==> config.mk <==
export PLATFORM = sky130hd
export DESIGN_NAME = xalu_seq
export DESIGN_NICKNAME = d
export VERILOG_FILES = /design/src/rtl/xalu_seq.sv
export SDC_FILE = /design/constraint.sdc
export NUM_CORES = 1
export LEC_CHECK = 0
export BUFFER_PORTS_ARGS = -buffer_cell sky130_fd_sc_hd__clkbuf_2
export CAP_MARGIN = 20
export CORE_UTILIZATION = 45
export CTS_CLUSTER_SIZE = 20
export DETAILED_ROUTE_END_ITERATION = 7
export GPL_TIMING_DRIVEN = 0
export MAX_ROUTING_LAYER = met4
export PLACE_DENSITY = 0.69
export RECOVER_POWER = 100
export REMOVE_ABC_BUFFERS = 1
export SLEW_MARGIN = 10
export SYNTH_ARGS = -nofsm -noshare
export SYNTH_HDL_FRONTEND = slang
export SYNTH_SLANG_ARGS = --single-unit
==> constraint.sdc <==
create_clock -name clk -period 1.9 [get_ports clk]
set_input_delay 0.19 -clock clk [delete_from_list [all_inputs] [get_ports clk]]
set_output_delay 0.19 -clock clk [all_outputs]
set_load 0.02 [all_outputs]
==> src/rtl/xalu_seq.sv <==
// xalu_seq: word-wide sequencer driving one 4-bit xalu slice a nibble per cycle.
// Optional signed ADD overflow flag enabled by defining XALU_SEQ_OVF_EN.
module xalu_seq #(
  parameter int NIBBLES = 4,
  localparam int W = 4 * NIBBLES
) (
  input  logic         clk,
  input  logic         rst,
  input  logic         start_i,
  input  logic [2:0]   func_i,
  input  logic         com_i,
  input  logic         cin_i,
  input  logic [W-1:0] op_a_i,
  input  logic [W-1:0] op_b_i,
  output logic         busy_o,
  output logic         done_o,
  output logic [W-1:0] result_o,
  output logic         cout_o,
  output logic         zero_o,
  output logic         equ_o,
  output logic         ovf_o,
  output logic [3:0]   sl_a_o,
  output logic [3:0]   sl_b_o,
  output logic [2:0]   sl_f_o,
  output logic         sl_com_o,
  output logic         sl_ci_right_o,
  output logic         sl_ci_left_o,
  input  logic [3:0]   sl_d_i,
  input  logic         sl_co_left_i,
  input  logic         sl_co_right_i,
  input  logic         sl_zero_i,
  input  logic         sl_equ_i
);
  localparam int IW = $clog2(NIBBLES);
  localparam logic [1:0] IDLE = 2'd0;
  localparam logic [1:0] RUN  = 2'd1;
  localparam logic [1:0] DONE = 2'd2;
  localparam logic [2:0] F_ADD = 3'd0;
  localparam logic [2:0] F_SHR = 3'd6;
  logic [1:0]    st_q, st_d;
  logic [IW-1:0] idx_q, idx_d, nib;
  logic [2:0]    func_q, func_d;
  logic          com_q, com_d, cy_q, cy_d, cout_q, cout_d, zero_q, zero_d, equ_q, equ_d;
  logic [W-1:0]  a_q, a_d, b_q, b_d, res_q, res_d;
  logic          run, accept, shr, last;
  assign run    = st_q == RUN;
  assign accept = st_q == IDLE && start_i;
  assign shr    = func_q == F_SHR;
  assign last   = idx_q == IW'(NIBBLES - 1);
  // SHR walks MSB nibble first so the shift-out ripples toward the LSB
  assign nib    = shr ? IW'(NIBBLES - 1) - idx_q : idx_q;
  assign sl_a_o        = run ? a_q[4*nib +: 4] : 4'd0;
  assign sl_b_o        = run ? b_q[4*nib +: 4] : 4'd0;
  assign sl_f_o        = run ? func_q : 3'd0;
  assign sl_com_o      = run & com_q;
  assign sl_ci_right_o = run & ~shr & cy_q;
  assign sl_ci_left_o  = run & shr & cy_q;
  assign busy_o   = st_q != IDLE;
  assign done_o   = st_q == DONE;
  assign result_o = res_q;
  assign cout_o   = cout_q;
  assign zero_o   = zero_q;
  assign equ_o    = equ_q;
  always_comb begin
    st_d   = st_q;
    idx_d  = idx_q;
    func_d = func_q;
    com_d  = com_q;
    a_d    = a_q;
    b_d    = b_q;
    res_d  = res_q;
    cy_d   = cy_q;
    cout_d = cout_q;
    zero_d = zero_q;
    equ_d  = equ_q;
    if (accept) begin
      st_d   = RUN;
      idx_d  = '0;
      func_d = func_i;
      com_d  = com_i;
      a_d    = op_a_i;
      b_d    = op_b_i;
      res_d  = '0;
      cy_d   = cin_i;
      cout_d = 1'b0;
      zero_d = 1'b1;
      equ_d  = 1'b1;
    end else if (run) begin
      res_d[4*nib +: 4] = sl_d_i;
      cy_d   = shr ? sl_co_right_i : sl_co_left_i;
      zero_d = zero_q & sl_zero_i;
      equ_d  = equ_q & sl_equ_i;
      idx_d  = idx_q + 1'b1;
      if (last) begin
        st_d   = DONE;
        cout_d = shr ? sl_co_right_i : sl_co_left_i;
      end
    end else if (st_q == DONE) begin
      st_d = IDLE;
    end
  end
  always_ff @(posedge clk or posedge rst) begin
    if (rst) begin
      st_q   <= IDLE;
      idx_q  <= '0;
      func_q <= 3'd0;
      com_q  <= 1'b0;
      a_q    <= '0;
      b_q    <= '0;
      res_q  <= '0;
      cy_q   <= 1'b0;
      cout_q <= 1'b0;
      zero_q <= 1'b0;
      equ_q  <= 1'b0;
    end else begin
      st_q   <= st_d;
      idx_q  <= idx_d;
      func_q <= func_d;
      com_q  <= com_d;
      a_q    <= a_d;
      b_q    <= b_d;
      res_q  <= res_d;
      cy_q   <= cy_d;
      cout_q <= cout_d;
      zero_q <= zero_d;
      equ_q  <= equ_d;
    end
  end
`ifdef XALU_SEQ_OVF_EN
  logic ovf_q;
  assign ovf_o = ovf_q;
  // sl_d[3]^com recovers the true sum MSB when the slice complements its output
  always_ff @(posedge clk or posedge rst) begin
    if (rst) ovf_q <= 1'b0;
    else if (accept) ovf_q <= 1'b0;
    else if (run && last) ovf_q <= func_q == F_ADD && a_q[W-1] == b_q[W-1] && (sl_d_i[3] ^ com_q) != a_q[W-1];
  end
`else
  assign ovf_o = 1'b0;
`endif
endmodule

# Word level (Yosys, flattened, before mapping)
# Cells that the tools add are included.
[totals]
word_cells = 62
out_inout_bits = 36
inputBits = 48
ff_bits = 60
[op_classes]
eq_ne = 5
n_bitwise = 8
n_addsub = 3
n_mux = 23
shifts = 4
reduce_logical = 8
[ops]
columns = ["op", "count"]
rows = [
  ["4-bit negation with 34-bit output", 1],
  ["4-bit by 34-bit variable shift with 16-bit output, first input constant", 1],
  ["4-bit by 34-bit indexed part select with 16-bit output", 1],
  ["16-bit two-way mux", 2],
  ["16-bit by 5-bit indexed part select with 4-bit output", 2],
  ["16-bit bitwise mux", 1],
  ["2-bit two-way mux", 7],
  ["1-bit two-way mux", 10],
  ["4-bit two-way mux", 2],
  ["1-bit AND", 7],
  ["2-bit nonzero test", 3],
  ["2-bit equality test, second input constant", 2],
  ["2-bit AND reduction", 2],
  ["3-bit equality test, second input constant", 1],
  ["3-bit two-way mux", 1],
  ["3-bit by 1-bit != test with 1-bit output, second input constant", 1],
  ["3-bit nonzero test", 1],
  ["2-bit by 1-bit adder with 2-bit output, second input constant", 1],
  ["2-bit by 1-bit equality test with 1-bit output, second input constant", 1],
  ["2-bit zero test", 1],
  ["2-bit subtractor, first input constant", 1],
  ["1-bit logical AND", 1],
  ["1-bit NOT", 1],
]

# Logic depth before layout (Yosys ltp)
# Gate-level depths: netlist of run 1.
[depth]
word_depth = 7
ltp_mapped = 7
ltp_nobuf = 6

# Least setup slack after synthesis of run 1
# No wires, ideal clock.
[synth_path]
kind = "register -> output"
startpoint = "register func_q[0]"
endpoint = "output port sl_b_o[0]"
stages_incl_launch_ff = 5
arrival_ns = 1.476
setup_slack_ns = 0.234
t_required_ns = 1.710
path_cell_list = "dfrtp_1 and3b_1 buf_6 mux4_2 a22o_1"
[synth_between]
elab_chain_len = 4
[synth_rtl]
columns = ["item", "line", "text"]
rows = [
  ["from (decl)", "42", "logic [2:0] func_q, func_d;"],
  ["from (signal assigned)", "118", "func_q <= func_d;"],
  ["3-bit equality test", "48", "assign shr = func_q == F_SHR;"],
  ["2-bit two-way mux", "51", "assign nib = shr ? IW'(NIBBLES - 1) - idx_q : idx_q;"],
  ["16-bit by 5-bit indexed part select with 4-bit output", "53", "assign sl_b_o = run ? b_q[4*nib +: 4] : 4'd0;"],
  ["4-bit two-way mux", "53", ""],
  ["to (decl)", "23", "output logic [3:0] sl_b_o,"],
]
# Every way passes these cells.

# Worst setup path after layout of run 1
# Ends and elaborated chain as after synthesis.

==> qor.yml, run 1 <==
die_w_um: 85.6
layout_min_cycle_time_ns: 2.19
core_sq_mm: 0.00676
hold_path.class: "in2reg"
drive_gt1_share_pct: 29.2
post-route-period-util_pct: 115
layout_commonest_cell: "nand2_1"
ys.flop_type: "dfrtp_1"
start_kind: "flop"
power_density_mw_per_mm2: 1760
grt_pass1_vias: 2736
drv_slew: 0
htree_num_levels: 3
drc_errors: 0
reg2reg_slack_ns: -0.04
setup_ws_ns: -0.291
place_congestion: 0.727
io_pins: 84
gr-total-overflow: 0
critical_path_class: "reg2out"
path_max_fanout: 3
vias: 2742
drt_iter0_markers: 174
dp_hpwl_um: 4710
grt_pass1_wl_um: 13100
diodes: 0
arrival_ns: 2.00
synth-async-reset-ratio_pct: 100
final_area_sq_mm: 0.00406
grt_setup_unrepaired: "true"
initial_core_util_pct: 46.6
violations: "negative setup slack"
fmax_ghz: 0.456
final_nets: 487
postRouteAntennaNets: 0
ys_warn_count: 0
numCtsBuffers: 9
ys_ff_latch: 60
clock_skew_ns: 0.00478
viasPerCell: 5.28
holdPathStages: 3
cts_tree: "yes"
synth_edf_count: 0
synthCells: 340
hold_violations: 0
setup_viol: 16
status: "finished with violations"
clk_path_buf_depth: 2
rr_startpoint: "idx_q[0]"
dieArea_sq_mm: 0.00733
rows: 30
syn_to_final_growth_pct: 29.0
cts-root-buf: "clkbuf_8"
yosys.cell_types.count: 36
io_buffers: 82
endpoint: "sl_b_o[0]"
drv_cap: 0
layout_common_cells: "nand2_1 (127), dfrtp_1 (56), clkbuf_2 (54), clkbuf_1 (23), nor2_1 (20)"
cts_num_sinks: 60
drt_wl_total_um: 8050
drt_first_pass_iters: 4
die_y_um: 85.6
wire_per_inst_um: 15.5
synth_area_sq_mm: 0.00315
slew_headroom_pct: 17.0
antenna_found_initial: 0
synth_area_per_cell_sq_um: 9.25
grt_max_degree: 61
holdWs_ns: 0.0456
r2r_cells: 6
clk_pin_slew_ns: 0.06
required_ns: 1.71
worstSetupEndpointType: "primary output"
worstSkewPairLatency_ns: 0.33
vdd_ir_drop_max_uv: 676
worst_slew_pin_slew_ns: 1.24
cp-startpoint: "func_q[0]"
grt_usage_pct: 23.7
p_leak_nw: 2.06
seq_area_frac_synth_pct: 47.7
placed_area_sq_mm: 0.00357
worstReg2RegEnd: "result_o[2]"
==> state kept, by name (all words and copies together) (netlist names), 2 cells and up <==
register / flops
a_q: 16
b_q: 16
result_o: 16
func_q: 3
idx_q: 2
st_q: 2
==> cell usage after synthesis, types with 4 or more instances <==
cell type / instances / area, sq um
nand4_1: 4 / 25.0
mux2i_1: 11 / 110
nand2_1: 128 / 480
and2_1: 6 / 37.5
dfrtp_1: 60 / 1500
nand3_1: 8 / 40.0
a22oi_1: 16 / 120
nor2_1: 21 / 78.8
buf_2: 4 / 20.0
o211ai_1: 4 / 30.0
and4_1: 4 / 35.0
ha_1: 4 / 50.1
mux4_2: 8 / 180
clkbuf_1: 13 / 48.8
a22o_1: 4 / 35.0
inv_1: 5 / 18.8
a31oi_1: 4 / 25.0
a21oi_1: 5 / 25.0
buf_6: 4 / 45.0
==> repair_timing <==
item,CTS,global route
hold buffers,0,0
setup endpoints to repair,33,23
buffers inserted,15,7
gates resized for setup,23,21
endpoints found under the hold margin,0,0
pin swaps,8,4
gates cloned,2,0
==> area by class of cell <==
cell class	instances	area, sq um
Timing Repair Buffer	106	663
Sequential cell	60	1510
Multi-Input combinational cell	253	1590
Tap cell	80	100
Inverter	5	18.8
Fill cell	618	2700
Clock inverter	2	10.0
Clock buffer	13	159
==> per-layer routing <==
layer | vias up | share of wire (%) | global-route usage (%)
li1 | 1343 | - | -
met1 | 1283 | 44 | 29.5
met2 | 99 | 49 | 39.1
met3 | 17 | 4.7 | 3.46
met4 | 0 | 2.7 | 9.55
met5 | - | 0 | -
==> worst min path at each step <==
stage,start,to
6_report,op_b_i[0],b_q[0]
2_1_floorplan,op_a_i[0],a_q[0]
4_1_cts,rst,result_o[10]
3_3_place_gp,op_b_i[11],b_q[11]
3_5_place_dp,rst,result_o[7]
5_1_grt,op_b_i[2],b_q[2]
==> cell families after synthesis <==
family | Yosys count | share of synthesized area (%)
mux | 22 | 11.1
fa+ha+maj | 4 | 1.59
compound gates | 39 | 8.71
other cells | 1 | 0.119
flops | 60 | 47.7
xor+xnor | 1 | 0.278
buf+inv | 29 | 4.81
simple gates | 184 | 25.7
==> report_power, final <==
group	switching (mW)	internal, mW	total, mW
clock network	0.466	0.534	1.00
logic	2.07	1.73	3.79
registers	0.467	1.87	2.34
==> critical path, stage by stage (launching register included) <==
cell,delay [ns]
dfrtp_1,0.38
and3b_4,0.33
buf_12,0.11
mux4_2,0.48
a22o_1,0.23
buf_6,0.13
==> stage by stage <==
| step | cells | utilization [%] | setup TNS (ns) | setup slack [ns] | power (mW) |
|---|---|---|---|---|---|
| global placement | 478 | 52.1 | -67.47 | -0.674 | 5.22 |
| detailed placement | 480 | 52.9 | -11.49 | -0.689 | 5.39 |
| CTS | 512 | 58.7 | -2.26 | -0.284 | 6.86 |
| floorplan | 316 | - | -3.63 | -0.337 | 4.44 |
| global route | 519 | 60.0 | -3.52 | -0.333 | 7.66 |
| finish | 519 | 60.0 | -2.08 | -0.291 | 7.13 |
Note: power is estimated with default switching activity, not from simulation.
==> inputs of run 2 (changes only) <==
--- a/config.mk
+++ b/config.mk
@@ -5,6 +5,7 @@
 export SDC_FILE = /design/constraint.sdc
 export NUM_CORES = 1
 export LEC_CHECK = 0
+export ABC_AREA = 1
 export BUFFER_PORTS_ARGS = -buffer_cell sky130_fd_sc_hd__clkbuf_2
 export CAP_MARGIN = 20
 export CORE_UTILIZATION = 45
==> constraint.sdc (replaced) <==
create_clock -name clk -period 2.6 [get_ports clk]
set_input_delay 0.26 -clock clk [delete_from_list [all_inputs] [get_ports clk]]
set_output_delay 0.26 -clock clk [all_outputs]
set_load 0.02 [all_outputs]
==> run 2 against run 1 <==
  * The run now ends clean
  * Sequential share of layout area rose by 4.2 points
  * Worst setup slack gained 0.49 ns
  * Flip-flop and latch count stayed put
  * Worst hold slack better by 0.064 ns
  * Combinational power decreased by 50%
  * Critical path depth rose by 2
  * Synthesized area down 4.5%
  * Global-route usage shrank 0.73 points
  * Clock skew increased by 0.0019 ns
  * Utilization down 3.3 points
  * Design area is 11% lower
  * Critical path type unchanged
  * Highest routed layer unchanged
==> qor.yml, run 2 <==
grt_usage_pct: 23.0  # -0.73 points
cp_top_family: "simple AND/OR/NAND/NOR gates"
holdPathStages: 3  # unchanged
viasPerCell: 4.95  # -6.3%
vias: 2703  # -1.4%
synth_edf_count: 0  # unchanged
cts-root-buf: "clkbuf_8"
clk_pin_slew_ns: 0.06  # about the same
synth_commonest_cells: "nand2_1 (197), dfrtp_1 (60), nand3_1 (42)"
layout_common_cells: "nand2_1 (196), dfrtp_1 (60), clkbuf_2 (56), nand3_1 (42), clkbuf_1 (30)"
drv_cap: 0  # unchanged
die_y_um: 83.7  # -2.2%
ys.flop_type: "dfrtp_1"
p_int_mw: 2.33  # -44%
seq_area_frac_synth_pct: 50.0  # +2.2 points
drv_slew: 0  # unchanged
layoutNonFillerInstCount: 546  # +5.2%
synth_top_cell_by_area: "dfrtp_1"
clk_path_buf_depth: 2  # unchanged
initial_core_util_pct: 47.0  # +0.49 points
status: "complete, no violations"
hold_path.startpoint: "op_a_i[4]"
reg2reg_slack_ns: 0.51  # +0.55 ns
worstSetupEndpointType: "primary output"
holdWs_ns: 0.110  # +0.0643 ns
final_util_pct: 56.7  # -3.3 points
htree_num_levels: 3  # unchanged
synth_most_common_cell: "nand2_1"
required_ns: 2.34  # +0.63 ns
drt_first_pass_iters: 4  # unchanged
hold_end: "a_q[4]"
grt_setup_unrepaired: "false"
drt_wl_total_um: 6980  # -13%
drive_gt1_share_pct: 19.2  # -10 points
core_sq_mm: 0.00639  # -5.5%
gr-total-overflow: 0  # unchanged
slew_headroom_pct: 38.6  # +22 points
clkPwrFrac_pct: 18.5  # +4.5 points
r2r_cells: 7  # +1
seq_area_sq_mm: 0.00150  # -0.66%
rr_startpoint: "st_q[0]"
grt_pass1_wl_um: 12300  # -6.3%
power_frac_comb_pct: 45.3  # -7.9 points
dp_hpwl_um: 4850  # +2.9%
yosysTopAreaCellShare_pct: 50.0  # +2.2 points
switchingPower_mw: 1.90  # -37%
worstReg2RegEnd: "st_q[0]"
place_congestion: 0.812  # +12%
setup_ws_ns: 0.201  # +0.492 ns
ys_top_cells_by_area: "dfrtp_1 (50%), nand2_1 (25%), nand3_1 (7.0%), ha_1 (1.7%), o21ai_0 (1.5%)"
hold_violations: 0  # unchanged
grt_max_degree: 43  # -30%
vdd_ir_drop_max_uv: 715  # +5.8%
arrival_ns: 2.14  # +0.14 ns
fillers: 653  # +5.7%
worst_slew_pin_slew_ns: 0.921  # -0.322 ns
wire_per_inst_um: 12.8  # -18%
io_buffers: 82  # unchanged
antenna_found_initial: 0  # unchanged
drc_errors: 0  # unchanged
numCtsBuffers: 9  # unchanged
post-cts-setup-buffers: 0  # -15
synth-async-reset-ratio_pct: 100  # unchanged
die_w_um: 83.7  # -2.2%
layout_min_cycle_time_ns: 2.40
ys_warn_count: 0  # unchanged
path_max_fanout: 17  # +14
postRouteAntennaNets: 0  # unchanged
synthCells: 386  # +14%
swShare_pct: 45.0  # +2.9 points
seqPwrFrac_pct: 36.2  # +3.4 points
p_leak_nw: 1.98  # -3.6%
dieArea_sq_mm: 0.00701  # -4.4%
start_kind: "flop"
drt_iter0_markers: 105  # -40%
rows: 29  # -3.3%
crit_buf_inv: 1  # -1
post-route-period-util_pct: 92.3
worstSkewPairLatency_ns: 0.34  # about the same
power_density_mw_per_mm2: 1170  # -34%
multi_input_area_sq_mm: 0.00137  # -14%
fmax_ghz: 0.417
grt_pass1_vias: 2676  # -2.2%
synth_area_sq_mm: 0.00300  # -4.5%
cp_cell_sequence: "nand4_4 -> nand2_2 -> nand2_1 -> nand2_1 -> nand2_1 -> a21oi_1 -> clkbuf_2"
final_nets: 516  # +6.0%
dp_cells: 529  # +10%
pre_cts_slack_ns: 0.262  # +0.952 ns
critical_path_class: "reg2out"
cts_tree: "yes"
io_pins: 84  # unchanged
cts_num_sinks: 60  # unchanged
path_common_cell: "nand2_1"
setup_viol: 0  # -16
hold_path.class: "in2reg"
synth_area_per_cell_sq_um: 7.78  # -16%
ys_ff_latch: 60  # unchanged
yosys.cell_types.count: 27  # -25%
diodes: 0  # unchanged
syn_to_final_growth_pct: 20.5
max_stage_delay_ns: 0.48  # about the same
setup-tns-final_ns: 0  # +2.08 ns
clock_skew_ns: 0.00668  # +0.00190 ns
layout_commonest_cell: "nand2_1"
cp_slowest_cell: "dfrtp_1"
==> run 2: cell types whose count changed in the layout (fill, tap and decap cells not counted), moves of 8 or more <==
| cell | before | now |
|---|---|---|
| a22oi_1 | 15 | 0 |
| buf_4 | 16 | 0 |
| mux4_2 | 8 | 0 |
| nand2_1 | 127 | 196 |
| nor2_1 | 20 | 11 |
| mux2i_1 | 9 | 0 |
| inv_1 | 4 | 13 |
| nand3_1 | 8 | 42 |
==> run 2: how the worst max path moves through the flow <==
stage                          from      endpoint  slack, ns  depth (start not counted)
after global placement      st_q[0]       st_q[1]      -0.99                          6
after global routing      func_q[1]     sl_b_o[1]       0.01                          7
final                     func_q[2]     sl_b_o[1]       0.20                          7
after detailed placement    st_q[1]       st_q[0]       0.26                          7
after CTS                   st_q[1]  sl_ci_left_o       0.06                          5
after floorplan             st_q[0]       st_q[1]      -0.07                          6
==> run 2: routing by layer <==
| layer | routed length, um | vias up | GRT usage (%) |
|---|---|---|---|
| li1 | - | 1366 | - |
| met1 | 3200 | 1240 | 29.8 |
| met2 | 3300 | 83 | 35.0 |
| met3 | 359 | 14 | 4.65 |
| met4 | 113 | 0 | 10.3 |
| met5 | 0 | - | - |
==> run 2: through the flow <==
stage	cell area [sq um]	total power, mW
after floorplan	2900	2.91
after global placement	3410	3.42
after detailed placement	3450	3.49
after CTS	3640	4.28
after global routing	3620	4.63
final	3620	4.23
==> run 2: logic make-up (layout without fill, tap and decap cells) <==
| kind of cell | Yosys count | in the layout | share of synthesized area, % |
|---|---|---|---|
| flip-flops | 60 | 60 | 50.0 |
| adder cells (fa/ha/maj) | 4 | 4 | 1.67 |
| XOR/XNOR | 2 | 2 | 1.08 |
| AND/OR/NAND/NOR | 266 | 266 | 38.3 |
| other | 1 | 1 | 0.125 |
| AO/OA/AOI/OAI | 20 | 20 | 3.58 |
| buffers and inverters | 33 | 116 | 5.29 |
==> run 2: area by class of cell <==
type	instances	share of cell area [%]
Clock inverter	1	0.138
Inverter	15	1.62
Clock buffer	15	4.87
Timing Repair Buffer	85	11.4
Sequential cell	60	41.5
Multi-Input combinational cell	293	37.9
Tap cell	77	2.66
==> run 2: tightest hold or removal path, stage by stage <==
cell and delay (ns):
clkbuf_2 0.07, nand2_1 0.04, nand2_1 0.04
==> run 2: what timing repair did <==
item                       4_1_cts  5_1_grt
setup endpoints to repair        0       11
hold endpoints to repair        22        0
resized for setup                0        5
hold buffers                     1        0
==> run 2: power groups by stage <==
stage	clock network, mW	registers, mW	logic, mW
3_3_place_gp	0	1.53	1.89
6_report	0.782	1.53	1.91
4_1_cts	0.797	1.53	1.95
2_1_floorplan	0	1.58	1.33
5_1_grt	0.847	1.58	2.21
3_5_place_dp	0	1.55	1.94
==> inputs of run 3 (changes only) <==
==> constraint.sdc (replaced) <==
create_clock -name clk -period 2.35 [get_ports clk]
set_input_delay 0.235 -clock clk [delete_from_list [all_inputs] [get_ports clk]]
set_output_delay 0.235 -clock clk [all_outputs]
set_load 0.02 [all_outputs]
==> run 3 against run 2 <==
  * Cell count grew 1.8%
  * Wire length up 1.1%
  * Critical path depth shrank 1
  * Die area stayed put
  * Utilization rose by 1.9 points
  * Global-route usage grew 0.11 points
  * Register-to-register slack lost 0.26 ns
  * Worst setup slack lost 0.083 ns
  * Count of clock-buffer cells in the layout unchanged
  * Clock power rose by 11%
  * Sequential power increased by 11%
  * First-iteration DRC count rose by 31%
  * Largest cell class unchanged
  * Largest power group unchanged
  * Highest routed layer unchanged
==> qor.yml, run 3 (synthesis results as in run 2) <==
die_y_um: 83.7  # unchanged
hold_path.class: "in2reg"
holdPathStages: 3  # unchanged
place_congestion: 0.812  # unchanged
path_max_fanout: 12  # -5
holdWs_ns: 0.0849  # -0.0250 ns
rr_startpoint: "st_q[0]"
critical_path_class: "reg2out"
grt_setup_unrepaired: "false"
postRouteAntennaNets: 0  # unchanged
cp_slowest_cell: "dfrtp_1"
cts_num_sinks: 60  # unchanged
worstSetupEndpointType: "primary output"
switchingPower_mw: 2.16  # +14%
worstSkewPairLatency_ns: 0.34  # about the same
layout_common_cells: "nand2_1 (195), clkbuf_2 (61), dfrtp_1 (60), nand3_1 (42), clkbuf_1 (24)"
clk_pin_slew_ns: 0.07  # about the same
antenna_found_initial: 0  # unchanged
arrival_ns: 2.00  # -0.14 ns
drv_cap: 0  # unchanged
wire_per_inst_um: 12.7  # -0.69%
reg2reg_slack_ns: 0.25  # -0.26 ns
fillers: 639  # -2.1%
io_pins: 84  # unchanged
diodes: 0  # unchanged
p_leak_nw: 2.05  # +3.5%
grt_pass1_wl_um: 12300  # +0.16%
rows: 29  # unchanged
vias: 2777  # +2.7%
viasPerCell: 4.99  # +0.89%
p_int_mw: 2.72  # +17%
seqPwrFrac_pct: 34.8  # -1.4 points
drt_wl_total_um: 7050  # +1.1%
hold_path.startpoint: "op_a_i[4]"
layout_commonest_cell: "nand2_1"
die_w_um: 83.7  # unchanged
power_density_mw_per_mm2: 1300  # +12%
status: "complete, no violations"
placed_area_sq_mm: 0.00345  # unchanged
worstReg2RegEnd: "st_q[0]"
htree_num_levels: 3  # unchanged
post-route-period-util_pct: 94.9
required_ns: 2.12  # -0.22 ns
layout_min_cycle_time_ns: 2.23
setup_viol: 0  # unchanged
setup-tns-final_ns: 0  # unchanged
drc_errors: 0  # unchanged
power_frac_comb_pct: 47.5  # +2.2 points
initial_core_util_pct: 47.0  # unchanged
cts_tree: "yes"
drive_gt1_share_pct: 22.8  # +3.6 points
cp-startpoint: "st_q[1]"
syn_to_final_growth_pct: 24.7
gr-total-overflow: 0  # unchanged
max_stage_delay_ns: 0.40  # -0.08 ns
dieArea_sq_mm: 0.00701  # unchanged
drt_first_pass_iters: 4  # unchanged
worst_slew_pin_slew_ns: 0.858  # -0.0630 ns
core_sq_mm: 0.00639  # unchanged
final_area_sq_mm: 0.00374  # +3.4%
numCtsBuffers: 9  # unchanged
fmax_ghz: 0.448
drv_slew: 0  # unchanged
hold_violations: 0  # unchanged
cp_cell_sequence: "inv_1 -> ha_2 -> clkinvlp_4 -> buf_4 -> nor3_1 -> clkbuf_2"
slew_headroom_pct: 42.7  # +4.1 points
vdd_ir_drop_max_uv: 801  # +12%
cts-root-buf: "clkbuf_8"
swShare_pct: 44.3  # -0.62 points
dp_hpwl_um: 4850  # unchanged
grt_pass1_vias: 2684  # +0.30%
io_buffers: 82  # unchanged
drt_iter0_markers: 138  # +31%
r2r_cells: 7  # unchanged
grt_usage_pct: 23.1  # +0.11 points
start_kind: "flop"
clkPwrFrac_pct: 17.7  # -0.8 points
final_nets: 526  # +1.9%
grt_max_degree: 43  # unchanged
clock_skew_ns: 0.00637  # -0.000305 ns
clk_path_buf_depth: 2  # unchanged
hold_end: "a_q[4]"
## run 3: worst max-delay path by stage
stage                    endpoint  cells after the start
floorplan                 st_q[1]                      6
global placement          st_q[1]                      6
detailed placement        st_q[0]                      7
CTS                     sl_b_o[1]                      7
global route        sl_ci_right_o                      6
finish               sl_ci_left_o                      6
## run 3: power by group through the flow
stage	sequential [mW]	clock (mW)	combinational, mW
after floorplan	1.74	0	1.47
after global placement	1.69	0	2.09
after detailed placement	1.71	0	2.15
after CTS	1.70	0.882	2.19
after global routing	1.75	0.937	2.65
final	1.70	0.866	2.32
## run 3: through the flow
step / util (%) / cells / power (mW) / worst slack, ns
after floorplan: - / 368 / 3.22 / -0.319
after global placement: 53.4 / 527 / 3.78 / -1.24
after detailed placement: 54.0 / 529 / 3.86 / 0.0124
after CTS: 57.5 / 546 / 4.77 / 0.0360
after global routing: 58.6 / 556 / 5.33 / 0.000240
final: 58.6 / 556 / 4.88 / 0.119
## run 3: what timing repair did
item	4_1_cts	5_1_grt
endpoints found under the setup margin	11	10
cloned	0	0
hold buffers	1	0
endpoints found under the hold margin	22	0
gates resized for setup	5	4
pin swaps	0	2
setup buffers	0	10
## run 3: final cells by class
type / instances / area [sq um] / share of cell area [%]
clock buffer: 15 / 176 / 4.71
multi-input combinational: 293 / 1400 / 37.3
tap: 77 / 96.3 / 2.57
sequential: 60 / 1500 / 40.1
timing repair buffer: 95 / 507 / 13.5
inverter: 15 / 62.6 / 1.67
clock inverter: 1 / 5.00 / 0.134
## run 3: worst max-delay path: cells and delay by family, from the launching register on
kind	cells	cell delay [ns]
adder cells (fa/ha/maj)	1	0.39
buffers and inverters	4	0.66
AND/OR/NAND/NOR	1	0.20
flip-flops	1	0.40
## run 3: metal layers
layer,part of all wire (%),GRT usage [%]
met1,46,30.1
met2,47,35.0
met3,5.0,4.65
met4,1.4,10.3
met5,0,-
